===== config.mk =====
export PLATFORM = sky130hd
export DESIGN_NAME = ifu_fetch
export DESIGN_NICKNAME = d
export VERILOG_FILES = /design/src/rtl/ifu_fetch.sv
export SDC_FILE = /design/constraint.sdc
export NUM_CORES = 1
export LEC_CHECK = 0
export ABC_CLOCK_PERIOD_IN_PS = 5000
export BUFFER_PORTS_ARGS = -buffer_cell sky130_fd_sc_hd__buf_2
export CELL_PAD_IN_SITES_DETAIL_PLACEMENT = 1
export CELL_PAD_IN_SITES_GLOBAL_PLACEMENT = 2
export CORE_UTILIZATION = 30
export DETAILED_ROUTE_END_ITERATION = 8
export PLACE_DENSITY_LB_ADDON = 0.1
export SYNTH_ARGS = -nofsm -noshare
export SYNTH_HDL_FRONTEND = slang
export SYNTH_SLANG_ARGS = --single-unit

===== constraint.sdc =====
create_clock -name clk -period 5 [get_ports clk]
set_input_delay 0.25 -clock clk [delete_from_list [all_inputs] [get_ports clk]]
set_output_delay 0.25 -clock clk [all_outputs]
set_load 0.05 [all_outputs]

===== src/rtl/ifu_fetch.sv =====
// ifu_fetch: instruction fetch unit with a 2-entry prefetch buffer.
//
// Keeps the fetch PC, issues at most one instruction-memory request at a
// time, buffers up to two returned {pc, instr} pairs for decode, and handles
// redirects. A redirect that arrives while a request is still unacked leaves
// that request on the bus until its ack, then throws the data away.
//
// Ports
//   clk          clock, rising edge
//   reset        asynchronous reset, active low
//   imem_req     memory request valid
//   imem_addr    word-aligned request address
//   imem_ack     memory returns imem_rdata this cycle
//   imem_rdata   instruction word, valid with imem_ack
//   redirect     branch/jump resolution changes the PC
//   redirect_pc  new fetch target, bits [1:0] ignored
//   instr_valid  buffer head is valid
//   instr        buffer head instruction (0 when empty)
//   instr_pc     buffer head address (0 when empty)
//   instr_ready  decode consumes the head this cycle
//
// state | meaning
// REQ   | free to issue a request at fpc when buffer has room
// WAIT  | request at hold_addr outstanding, result will be kept
// DROP  | stale request outstanding after redirect, result discarded
module ifu_fetch #(
  parameter logic [31:0] RESET_PC = 32'h0000_3000
) (
  input  logic        clk,
  input  logic        reset,
  output logic        imem_req,
  output logic [31:0] imem_addr,
  input  logic        imem_ack,
  input  logic [31:0] imem_rdata,
  input  logic        redirect,
  input  logic [31:0] redirect_pc,
  output logic        instr_valid,
  output logic [31:0] instr,
  output logic [31:0] instr_pc,
  input  logic        instr_ready
);

  localparam logic [1:0] S_REQ  = 2'd0;
  localparam logic [1:0] S_WAIT = 2'd1;
  localparam logic [1:0] S_DROP = 2'd2;

  logic [1:0]  state;
  logic [31:0] fpc;
  logic [31:0] hold_addr;
  logic [1:0]  count;
  logic        rd_ptr;
  logic        wr_ptr;
  logic [31:0] buf_pc  [2];
  logic [31:0] buf_ins [2];

  logic ack_c;
  logic push;
  logic pop;

  always_comb begin
    // Once issued, a request stays up regardless of redirect or buffer state;
    // a new one only issues with room in the buffer and no redirect pending.
    imem_req    = reset & ((state != S_REQ) | ((count <= 2'd1) & ~redirect));
    imem_addr   = (state == S_REQ) ? fpc : hold_addr;
    ack_c       = imem_req & imem_ack;
    push        = ack_c & ~redirect & (state != S_DROP);
    pop         = (count != 2'd0) & instr_ready & ~redirect;
    instr_valid = (count != 2'd0);
    instr       = instr_valid ? buf_ins[rd_ptr] : 32'h0;
    instr_pc    = instr_valid ? buf_pc[rd_ptr]  : 32'h0;
  end

  always_ff @(posedge clk or negedge reset) begin
    if (!reset) begin
      state     <= S_REQ;
      fpc       <= RESET_PC;
      hold_addr <= 32'h0;
      count     <= 2'd0;
      rd_ptr    <= 1'b0;
      wr_ptr    <= 1'b0;
      for (int i = 0; i < 2; i++) begin
        buf_pc[i]  <= 32'h0;
        buf_ins[i] <= 32'h0;
      end
    end else if (redirect) begin
      fpc    <= redirect_pc & ~32'h3;
      count  <= 2'd0;
      rd_ptr <= 1'b0;
      wr_ptr <= 1'b0;
      // In REQ the redirect itself suppresses issue, so only WAIT/DROP can
      // have a request that is still waiting for its ack.
      state  <= (imem_req & ~ack_c) ? S_DROP : S_REQ;
    end else begin
      case (state)
        S_REQ: begin
          if (ack_c) begin
            fpc <= fpc + 32'd4;
          end else if (imem_req) begin
            hold_addr <= fpc;
            state     <= S_WAIT;
          end
        end
        S_WAIT: begin
          if (ack_c) begin
            fpc   <= fpc + 32'd4;
            state <= S_REQ;
          end
        end
        S_DROP: begin
          if (ack_c) begin
            state <= S_REQ;
          end
        end
        default: state <= S_REQ;
      endcase

      if (push) begin
        buf_pc[wr_ptr]  <= imem_addr;
        buf_ins[wr_ptr] <= imem_rdata;
        wr_ptr          <= ~wr_ptr;
      end
      if (pop) begin
        rd_ptr <= ~rd_ptr;
      end
      count <= count + {1'b0, push} - {1'b0, pop};
    end
  end

endmodule

======== Word-level counts from Yosys, hierarchy flattened ========
Index checks and enable logic that the tools add are counted.
operators by class
  add/subtract/negate cells ............... 3
  $lt $le $gt $ge ......................... 4
  equal/unequal tests ..................... 6
  multiplexer cells ....................... 27
  bitwise logic cells ..................... 15
  reductions and logical operators ........ 14
operators with widths
  cell                                                       number
  2-to-1 mux 32 bit                                          13
  bitwise mux 64 bit                                         2
  adder 32 x 3 -> 32 bit (second input constant)             1
  demux 32 bit (select 1 bit)                                1
  2-to-1 mux 2 bit                                           6
  nonzero test 2 bit                                         6
  bitwise AND 1 bit                                          8
  != test 3 bit (second input constant)                      2
  greater-or-equal comparator 2 bit (second input constant)  2
  2-to-1 mux 1 bit                                           4
  inverter 1 bit                                             4
  inverter 1 -> 2 bit                                        2
  case mux 2 bit (2 select lines)                            1
  AND reduction 2 bit                                        2
  AND reduction 4 bit                                        1
  OR reduction 2 bit                                         2
  != test 3 x 1 -> 1 bit (second input constant)             1
  AND reduction 3 bit                                        1
  adder 2 x 1 -> 2 bit                                       1
  == test 2 x 1 -> 1 bit (second input constant)             1
  == test 2 bit (second input constant)                      1
  <= comparator 2 x 1 -> 1 bit (second input constant)       1
  zero test 2 bit                                            1
  < comparator 2 x 1 -> 1 bit (second input constant)        1
  4 further kinds                                            4
storage, ports and cells
  register bits ........................... 198
  bits of input ports ..................... 69
  output and inout bits ................... 98
  logic and storage cells ................. 79

======== Longest topological paths before layout ========
Gate-level depths: netlist of run 1.
  depth in word-level cells ............... 10
  depth in mapped cells ................... 10
  depth with buffers taken out ............ 9

======== Least setup slack after synthesis of run 1 ========
No wires, ideal clock.
  path type ............................... register to output
  from .................................... reg rd_ptr
  to ...................................... out instr[10]
  arrival ................................. 1.867 ns
  required time ........................... 4.750 ns
  slack ................................... 2.883 ns
  stages on the path, launching flop included .. 5
  path buffers ............................ 2
  cells stage by stage .................... dfrtp_1 clkbuf_1 buf_1 mux2i_1 nor2_1
between the ends
  longest elaborated chain between the ends .. 5
RTL lines
  item                                                  RTL line  text
  start, declared                                       51        logic rd_ptr;
  start signal, assigned                                123       rd_ptr <= ~rd_ptr;
  inverter 1 -> 2 bit (implied by the code)             69        instr = instr_valid ? buf_ins[rd_ptr] : 32'h0;
  2-to-1 mux 32 bit (implied by the code) (3 in a row)  69
  2-to-1 mux 32 bit                                     69
  end, declared                                         38        output logic [31:0] instr,
Every way passes these cells. The select of a mux whose other input is x is not followed.

======== Final worst setup path of run 1 ========
  from .................................... reg state[1]
  to ...................................... reg hold_addr[5]
between the ends
  longest elaborated chain between the ends .. 6
  elaborated cells on any way between the ends .. 7
  those cells by class .................... bitwise (4); reduce/logical (3)
RTL lines
  item                                    RTL line  text
  start, declared                         47        logic [1:0] state;
  start signal, assigned                  92        state <= (imem_req & ~ack_c) ? S_DROP : S_REQ;
  nonzero test 2 bit                      63        imem_req = reset & ((state != S_REQ) | ((count <= 2'd1) & ~redirect));
  OR 1 bit                                63
  bitwise AND 1 bit                       63
  bitwise AND 1 bit                       65        ack_c = imem_req & imem_ack;
  inverter 1 bit (no source line)         n/a
  AND reduction 4 bit (no source line) *  n/a
  end signal, assigned                    99        hold_addr <= fpc;
  end, declared                           49        logic [31:0] hold_addr;
Mark *: on every way between the ends. The rest lies on a longest branch, timed or not.
A chain may end at the register's enable or synchronous reset.

==> results of run 1 <==
==> final cells by class <==
class                      count  share of cell area (%)
sequential                   190                    43.4
timing repair buffer         175                    8.63
tap                          390                    4.45
clock buffer                  19                    4.04
multi-input combinational    566                    37.1
inverter                      39                    1.33
clock inverter                13                    1.09
==> stage by stage <==
step	total power, uW	setup slack [ns]
3_5_place_dp	3790	2.23
3_3_place_gp	3740	2.24
2_1_floorplan	3340	2.88
5_1_grt	5380	2.01
4_1_cts	5150	2.17
6_report	5040	2.24
==> worst max path at each step <==
stage / startpoint / to / slack (ns) / cells after the start
4_1_cts: state[1]$_DFFE_PN0P_ / imem_addr[17] / 2.17 / 6
3_5_place_dp: state[1]$_DFFE_PN0P_ / hold_addr[4]$_DFFE_PN0P_ / 2.23 / 9
2_1_floorplan: rd_ptr$_DFFE_PN0P_ / instr[10] / 2.88 / 4
3_3_place_gp: state[0]$_DFFE_PN0P_ / hold_addr[13]$_DFFE_PN0P_ / 2.24 / 9
5_1_grt: state[1]$_DFFE_PN0P_ / hold_addr[3]$_DFFE_PN0P_ / 2.01 / 9
6_report: state[1]$_DFFE_PN0P_ / hold_addr[5]$_DFFE_PN0P_ / 2.24 / 9
==> flip-flops by register name, summed over array words and instances, names as in the netlist <==
register   count
buf_ins       64
buf_pc        60
fpc           30
hold_addr     30
count          2
state          2
rd_ptr         1
wr_ptr         1
==> power by group through the flow <==
stage / clock, uW / sequential (uW) / combinational, uW
floorplan: 0 / 2160 / 1180
global placement: 0 / 2240 / 1500
detailed placement: 0 / 2260 / 1520
CTS: 1390 / 2230 / 1530
global route: 1440 / 2290 / 1650
finish: 1320 / 2220 / 1500
==> cell usage in the layout (no fill, tap or decap), drive strengths merged, types with 11 or more instances in the layout <==
| cell | synthesis | final |
|---|---|---|
| a21oi | 34 | 34 |
| buf | 35 | 169 |
| clkbuf | 21 | 20 |
| dfrtp | 188 | 188 |
| inv | 39 | 46 |
| mux2 | 95 | 95 |
| mux2i | 94 | 94 |
| nand2 | 70 | 70 |
| nor2 | 107 | 107 |
| nor4 | 11 | 11 |
| o21ai | 59 | 59 |
| xnor2 | 24 | 24 |
==> logic make-up (layout without fill, tap and decap cells) <==
logic type               after synthesis  in the layout  share of synthesized area, %
AO/OA/AOI/OAI                        104            104                          6.24
XOR/XNOR                              30             30                          2.86
adder cells (fa/ha/maj)                6              6                         0.816
buffers and inverters                 95            246                          4.42
flip-flops                           190            190                          51.7
multiplexers                         189            189                          21.9
other                                  1              4                        0.0408
AND/OR/NAND/NOR                      233            233                          12.1
==> metal layers <==
| layer | up-vias | global-route usage, % | wire [um] | part of all wire (%) |
|---|---|---|---|---|
| met5 | - | 0 | 0 | 0 |
| met4 | 0 | 4.74 | 307 | 1.3 |
| met3 | 19 | 2.28 | 741 | 3.2 |
| met2 | 108 | 24.5 | 10600 | 45 |
| met1 | 3156 | 21.7 | 11600 | 50 |
| li1 | 3157 | - | - | - |
==> critical path: stages (launching register included) <==
cell	delay [ns]
dfrtp_1	0.38
inv_1	0.11
ha_2	0.19
buf_4	0.49
o21ai_1	0.12
and2_1	0.23
and2b_1	0.20
nand3b_1	0.12
buf_4	0.40
mux2_1	0.37
==> reports/results.ini, run 1 <==
[cts]
numCtsBuffers = 17
post_cts_buffers = 0
cts.hold.buffers_added = 5
clkTransAtPathRegs_ns = 0.08
cts_root_buf = clkbuf_16
cts_htree_levels = 4
cts_sinks = 190
ctsResizeCount = 0
cts_buffer_depth = 2
clk_latency_ns = 0.44
cts_tree = yes

[placement]
port_buffers = 160
dpl_cell_area_um2 = 10400
dpl.cell_count = 1355
dp_hpwl_um = 15800
routabilityCongestion = 0.721

[critical_path]
r2r-end = hold_addr[5]$_DFFE_PN0P_
required_ns = 5.31
reg2reg_setup_slack_ns = 2.24
worstSetupEndpointType = flip-flop
start_kind = flip-flop
reg2reg_depth = 9
r2r_start = state[1]$_DFFE_PN0P_
crit_type = flip-flop to flip-flop
path_max_fanout = 38
arrival_ns = 3.07

[run_status]
status = finished clean

[pwr]
p_int_uw = 3160
power_frac_clock_pct = 26.3
pwr-share-comb_pct = 29.7
p_sw_share_pct = 37.3
peakVddDrop_mv = 0.223
p_sw_uw = 1880
leakagePower_uw = 0.00517
p_per_area_nw_per_um2 = 459
p_seq_share_pct = 44.1

[sta]
slew_violations = 0
fin_crit_sh_pct = 55.3
rsz0062_at_grt = false
worst_hold_slack_ns = 0.0202
finalClockSkew_ns = 0.0167
finalSetupTns_ns = 0
fmax_mhz = 362
setup_viol = 0
fin_crit_ns = 2.76
worst_slew_pin_slew_ns = 0.846
hold_viol_final = 0
slew_headroom_pct = 43.6

[worst_hold_path]
hp-class = input pin to flip-flop
hold-path-endpoint = fpc[9]$_DFFE_PN0P_
hold-path-cell-count = 3
min-delay-start = redirect_pc[9]

[logic_synthesis]
ys_async_sr_fraction_pct = 100
yosysMostFrequentCell = dfrtp_1
synth_common_cells = dfrtp_1 (188), nor2_1 (107), mux2i_1 (94)
synth_edf_count = 0
yosysWarningCount = 0
synth_area_leaders = dfrtp_1 (51%), mux2i_1 (10%), mux2_1 (7.0%), mux2_2 (4.7%), nor2_1 (4.4%)
synth_top_area_cell = dfrtp_1
synth_area_per_cell_um2 = 10.9
seq_area_frac_synth_pct = 51.7
ys_types = 44
synth_ff_type = dfrtp_1
netlist.area_leader.share_pct = 51.1
synth_seq_cells = 190
syn_area_um2 = 9200
synthCells = 848

[flow_run]
maxCapViolCount = 0

[drt]
viasPerCell = 4.63
wire_per_inst_um = 16.7
routed_wl_um = 23300
drt_iter0_drc = 268
drc = 0
ant_nets = 0
drtPass1Iterations = 4
num_vias = 6440

[die]
die_area_um2 = 31400
io_pins = 167
initial_core_util_pct = 30.8
die_h_um = 177
core.rowCount = 63
die_w_um = 177
coreArea_um2 = 29900

[global_routing]
grtUsageTotal_pct = 15.5
overflow = 0
grt_pass1_wl_um = 37500
grt_pass1_vias = 6761
antenna_found_initial = 0
grt_max_degree = 93

[cells_and_area]
nets = 1064
syn2layout_area_growth_pct = 19.3
drive_gt1_share_pct = 26.0
stdcell_count = 1392
seq_area_um2 = 4760
multi_input_area_um2 = 4070
fill_cells = 3392
utilization_pct = 36.7
final_area_um2 = 11000
diodes = 0

Power figures use the tool's default switching activity.
==> run 2: changes to the inputs <==
- ABC_CLOCK_PERIOD_IN_PS: 5000 -> 2590
- clock period: 5 -> 2.59 ns (I/O delays scaled with it)
==> reports/results.ini, run 2 (synthesis gave the netlist of run 1 again) <==
[pwr]
p_per_area_nw_per_um2 = 843  ; +84%
leakagePower_uw = 0.00547  ; +5.9%
peakVddDrop_mv = 0.428  ; +92%

[drt]
ant_nets = 0  ; unchanged
num_vias = 6641  ; +3.1%
wire_per_inst_um = 16.5  ; -1.4%
viasPerCell = 4.54  ; -2.0%
routed_wl_um = 24100  ; +3.7%
drt_iter0_drc = 169  ; -37%
drtPass1Iterations = 4  ; unchanged
drc = 0  ; unchanged

[cells_and_area]
final_area_um2 = 11800  ; +7.4%
reg_top3 = buf_ins (64), buf_pc (60)
largest_reg_flops = 64  ; unchanged
nets = 1136  ; +6.8%
stdcell_count = 1464  ; +5.2%
final_cell_mix = dfrtp_1 (187), buf_2 (159), nor2_1 (105)
layout_commonest_cell = dfrtp_1
diodes = 0  ; unchanged
drive_gt1_share_pct = 26.7  ; +0.67 points
utilization_pct = 39.5  ; +2.7 points
top_register = buf_ins
syn2layout_area_growth_pct = 28.1

[worst_hold_path]
min-delay-start = redirect
hp-class = input pin to flip-flop

[placement]
dpl_cell_area_um2 = 10500  ; +1.6%
dpl.cell_count = 1369  ; +1.0%
dp_hpwl_um = 16900  ; +7.1%
port_buffers = 160  ; unchanged
routabilityCongestion = 0.735  ; +1.9%

[die]
core.rowCount = 63  ; unchanged
die_w_um = 177  ; unchanged
die_area_um2 = 31400  ; unchanged
die_h_um = 177  ; unchanged
coreArea_um2 = 29900  ; unchanged
initial_core_util_pct = 30.8  ; unchanged
io_pins = 167  ; unchanged

[critical_path]
r2r_start = state[1]$_DFFE_PN0P_
path_max_fanout = 26  ; -32%
startpoint = state[1]$_DFFE_PN0P_
required_ns = 2.46  ; -2.85 ns
worstSetupEndpointType = output port
start_kind = flip-flop
crit_type = flip-flop to output port
arrival_ns = 2.32  ; -0.75 ns

[cts]
cts_tree = yes
cts_buffer_depth = 2  ; unchanged
clk_latency_ns = 0.44  ; about the same
cts_sinks = 190  ; unchanged
cts_root_buf = clkbuf_16
numCtsBuffers = 17  ; unchanged
clkTransAtPathRegs_ns = 0.08  ; about the same
post_cts_buffers = 0  ; unchanged
cts_htree_levels = 4  ; unchanged

[global_routing]
grt_max_degree = 63  ; -32%
grt_pass1_wl_um = 38800  ; +3.3%
antenna_found_initial = 0  ; unchanged
grt_pass1_vias = 6959  ; +2.9%
overflow = 0  ; unchanged
grtUsageTotal_pct = 16.0  ; +0.54 points

[run_status]
status = finished clean

[flow_run]
maxCapViolCount = 0  ; unchanged

[sta]
finalSetupTns_ns = 0  ; unchanged
setup_viol = 0  ; unchanged
fin_crit_ns = 2.45
rsz0062_at_grt = true
slew_headroom_pct = 49.3  ; +5.7 points
worst_slew_pin_slew_ns = 0.761  ; -0.0851 ns
hold_viol_final = 0  ; unchanged
finalClockSkew_ns = 0.0231  ; +0.00641 ns
fin_crit_sh_pct = 94.7
fmax_mhz = 408
slew_violations = 0  ; unchanged

-- run 2: changes by cell type in the layout (fill, tap and decap cells not counted), sizes merged --
cell | previous run | this run
buf | 169 | 183
clkbuf | 20 | 19
clkinv | 6 | 7
dlygate4sd3 | 5 | 63
-- run 2: worst paths after layout --
| path | to | slack (ns) | cells past startpoint |
|---|---|---|---|
| max | imem_addr[13] | 0.14 | 6 |
| min | fpc[11]$_DFFE_PN0P_ | 0.06 | 2 |
| max reg2reg | hold_addr[19]$_DFFE_PN0P_ | 0.40 | 8 |
| min reg2reg | buf_pc[29]$_DFFE_PN0P_ | 0.48 | 2 |
| max in group asynchronous | buf_ins[15]$_DFFE_PN0P_ | 0.96 | 4 |
| min in group asynchronous | fpc[29]$_DFFE_PN0P_ | 0.12 | 2 |
-- run 2: layout make-up --
cell class              instances  area (um2)
well taps                     390         488
multi-input cells             566        4110
flip-flops and latches        190        4760
fillers                      3324       18100
repair buffers                247        1700
inverters                      39         146
clock buffers                  18         439
clock inverters                14         145
-- run 2: repair_timing --
item | CTS | global route
gates resized for setup | 4 | 8
endpoints found under the hold margin | 177 | 0
hold buffers | 63 | 0
setup endpoints to repair | 7 | 8
-- run 2: report_power, final --
| part | internal (uW) | switching [uW] |
|---|---|---|
| registers | 3790 | 497 |
| logic | 1110 | 1930 |
| clock network | 1310 | 1300 |
-- run 2: worst max-delay path, stage by stage, from the launching register on --
cell     delay [ns]
dfrtp_1        0.39
inv_1          0.12
ha_2           0.29
buf_6          0.35
mux2i_1        0.43
inv_1          0.09
buf_2          0.22
-- run 2: routing by layer --
metal  wire length, um  part of all wire (%)  global-route usage, %  vias up
met2             11300                    47                   26.1      115
met3               724                   3.0                   2.53       19
met4               296                   1.2                   4.35        0
met5                 0                     0                      0        -
li1                  -                     -                      -     3299
met1             11800                    49                   22.0     3208
-- run 2: metrics by stage --
stage | worst slack [ns] | hold slack [ns] | power [uW]
3_5_place_dp | 0.369 | 0.0112 | 7350
2_1_floorplan | 0.489 | -0.166 | 6460
4_1_cts | 0.0268 | 0.0448 | 10100
3_3_place_gp | 0.403 | 0.0123 | 7260
5_1_grt | -0.00823 | 0.0611 | 10500
6_report | 0.136 | 0.0572 | 9940
==> run 3: changes to the inputs <==
- CORE_UTILIZATION: 30 -> 35
==> reports/results.ini, run 3 (synthesis gave the netlist of run 1 again) <==
[critical_path]
critical_path.top_delay_family = buffers and inverters
start_kind = flip-flop
reg2reg_setup_slack_ns = 0.38  ; -0.02 ns
r2r_start = state[0]$_DFFE_PN0P_
cp-endpoint = imem_addr[13]
path_buf_inv = 4  ; unchanged
crit_top_cell = inv_1
path_depth = 6  ; unchanged
required_ns = 2.46  ; about the same
cpMaxStageDelayCell = mux2i_1
reg2reg_depth = 7  ; -1
path_max_fanout = 16  ; -38%
worstSetupEndpointType = output port
startpoint = state[1]$_DFFE_PN0P_
critical_path.max_stage_delay_ns = 0.45  ; +0.02 ns
crit_chain = inv_1 > ha_2 > buf_4 > mux2i_1 > inv_1 > buf_2
r2r-end = fpc[31]$_DFFE_PN0P_
arrival_ns = 2.32  ; about the same
crit_type = flip-flop to output port

[drt]
routed.top_layer = met4
ant_nets = 0  ; unchanged
wire_per_inst_um = 16.4  ; -0.66%
drt_iter0_drc = 235  ; +39%
drtPass1Iterations = 4  ; unchanged
met2WireLength_um = 10900  ; -3.6%
viasPerCell = 4.76  ; +5.0%
num_vias = 6660  ; +0.29%
drc = 0  ; unchanged
routed_wl_um = 22900  ; -5.1%
dr_wl_met3_um = 674  ; -6.9%
met1Wirelength_um = 11100  ; -5.5%

[cells_and_area]
final_area_um2 = 11600  ; -1.4%
syn2layout_area_growth_pct = 26.3
reg_top3 = buf_ins (64), buf_pc (60)
drive_gt1_share_pct = 25.2  ; -1.5 points
nets = 1130  ; -0.53%
largest_reg_flops = 64  ; unchanged
layout_commonest_cell = dfrtp_1
diodes = 0  ; unchanged
final_cell_mix = dfrtp_1 (187), buf_2 (159), nor2_1 (105)
top_register = buf_ins

[sta]
finalClockSkew_ns = 0.0150  ; -0.00808 ns
slew_violations = 0  ; unchanged
finalSetupTns_ns = 0  ; unchanged
rsz0062_at_grt = true
fin_crit_sh_pct = 94.6  ; -0.12 points
hold_viol_final = 0  ; unchanged
fin_crit_ns = 2.45  ; -0.00305 ns
worst_slew_pin_slew_ns = 0.789  ; +0.0286 ns
setup_viol = 0  ; unchanged
fmax_mhz = 408  ; +0.12%
slew_headroom_pct = 47.4  ; -1.9 points

[placement]
dpl_cell_area_um2 = 10400  ; -1.3%
routabilityCongestion = 0.719  ; -2.1%
dp_hpwl_um = 15400  ; -8.5%
port_buffers = 160  ; unchanged

[flow_run]
maxCapViolCount = 0  ; unchanged

[cts]
cts_sinks = 190  ; unchanged
cts_buffer_depth = 2  ; unchanged
numCtsBuffers = 17  ; unchanged
clk_latency_ns = 0.42  ; -0.02 ns
cts_tree = yes
cts_root_buf = clkbuf_16
clkTransAtPathRegs_ns = 0.07  ; about the same
cts_htree_levels = 4  ; unchanged
post_cts_buffers = 0  ; unchanged
ctsResizeCount = 0  ; -4

[pwr]
power.total_uw = 9960  ; +0.22%
p_per_area_nw_per_um2 = 857  ; +1.6%
peakVddDrop_mv = 0.322  ; -25%
leakagePower_uw = 0.00548  ; +0.11%

[die]
coreArea_um2 = 25500  ; -15%
die_h_um = 164  ; -7.3%
die_area_um2 = 26900  ; -14%
core.rowCount = 58  ; -7.9%
initial_core_util_pct = 36.1  ; +5.3 points
io_pins = 167  ; unchanged
die_w_um = 164  ; -7.3%

[global_routing]
grt_pass1_vias = 6880  ; -1.1%
antenna_found_initial = 0  ; unchanged
grtUsageTotal_pct = 17.8  ; +1.7 points
overflow = 0  ; unchanged
grt_max_degree = 149  ; +140%
grt_pass1_wl_um = 36700  ; -5.3%

[worst_hold_path]
hp-class = input pin to flip-flop
min-delay-start = redirect

[run_status]
status = finished clean

run 3: how the worst min path moves through the flow:
| stage | endpoint | slack, ns | cells after the start |
|---|---|---|---|
| 3_3_place_gp | count[1]$_DFF_PN0_ | 0.04 | 1 |
| 2_1_floorplan | buf_ins[0]$_DFFE_PN0P_ | -0.17 | 0 |
| 4_1_cts | count[1]$_DFF_PN0_ | 0.05 | 2 |
| 6_report | count[1]$_DFF_PN0_ | 0.06 | 2 |
| 5_1_grt | count[1]$_DFF_PN0_ | 0.07 | 2 |
| 3_5_place_dp | rd_ptr$_DFFE_PN0P_ | 0.04 | 1 |
run 3: worst reg2reg max path, delay by kind of cell (launching register included):
family,cells,cell delay [ns]
AND/OR/NAND/NOR,3,0.84
flip-flops,1,0.36
AO/OA/AOI/OAI,1,0.35
adder cells (fa/ha/maj),1,0.26
multiplexers,1,0.21
buffers and inverters,1,0.07
run 3: final cells by class:
cell class                 count  area, um2
sequential                   190       4760
tap                          330        413
clock inverter                13        154
multi-input combinational    566       4070
inverter                      39        146
fill                        2836      13800
timing repair buffer         241       1640
clock buffer                  19        443
run 3: power breakdown:
group          switching [uW]  total [uW]  internal [uW]
clock                    1200        2680           1470
sequential                477        4270           3790
combinational            1920        3010           1090
run 3: metal layers:
| metal | global-route usage, % | vias to the layer above |
|---|---|---|
| li1 | - | 3283 |
| met5 | 0 | - |
| met4 | 3.75 | 0 |
| met2 | 29.2 | 111 |
| met1 | 24.4 | 3257 |
| met3 | 3.13 | 9 |
run 3: repair_timing:
action / CTS / global route
setup endpoints to repair: 0 / 4
hold endpoints to repair: 136 / 0
hold buffers: 63 / 0
run 3: per-stage QoR:
| step | utilization [%] | hold WS, ns | std cells | setup WS [ns] |
|---|---|---|---|---|
| CTS | 45.6 | 0.0507 | 1398 | 0.0773 |
| global placement | 40.8 | 0.0412 | 1303 | 0.392 |
| global route | 45.6 | 0.0676 | 1398 | -0.0288 |
| floorplan | - | -0.166 | 851 | 0.489 |
| finish | 45.6 | 0.0640 | 1398 | 0.139 |
| detailed placement | 40.8 | 0.0407 | 1303 | 0.381 |
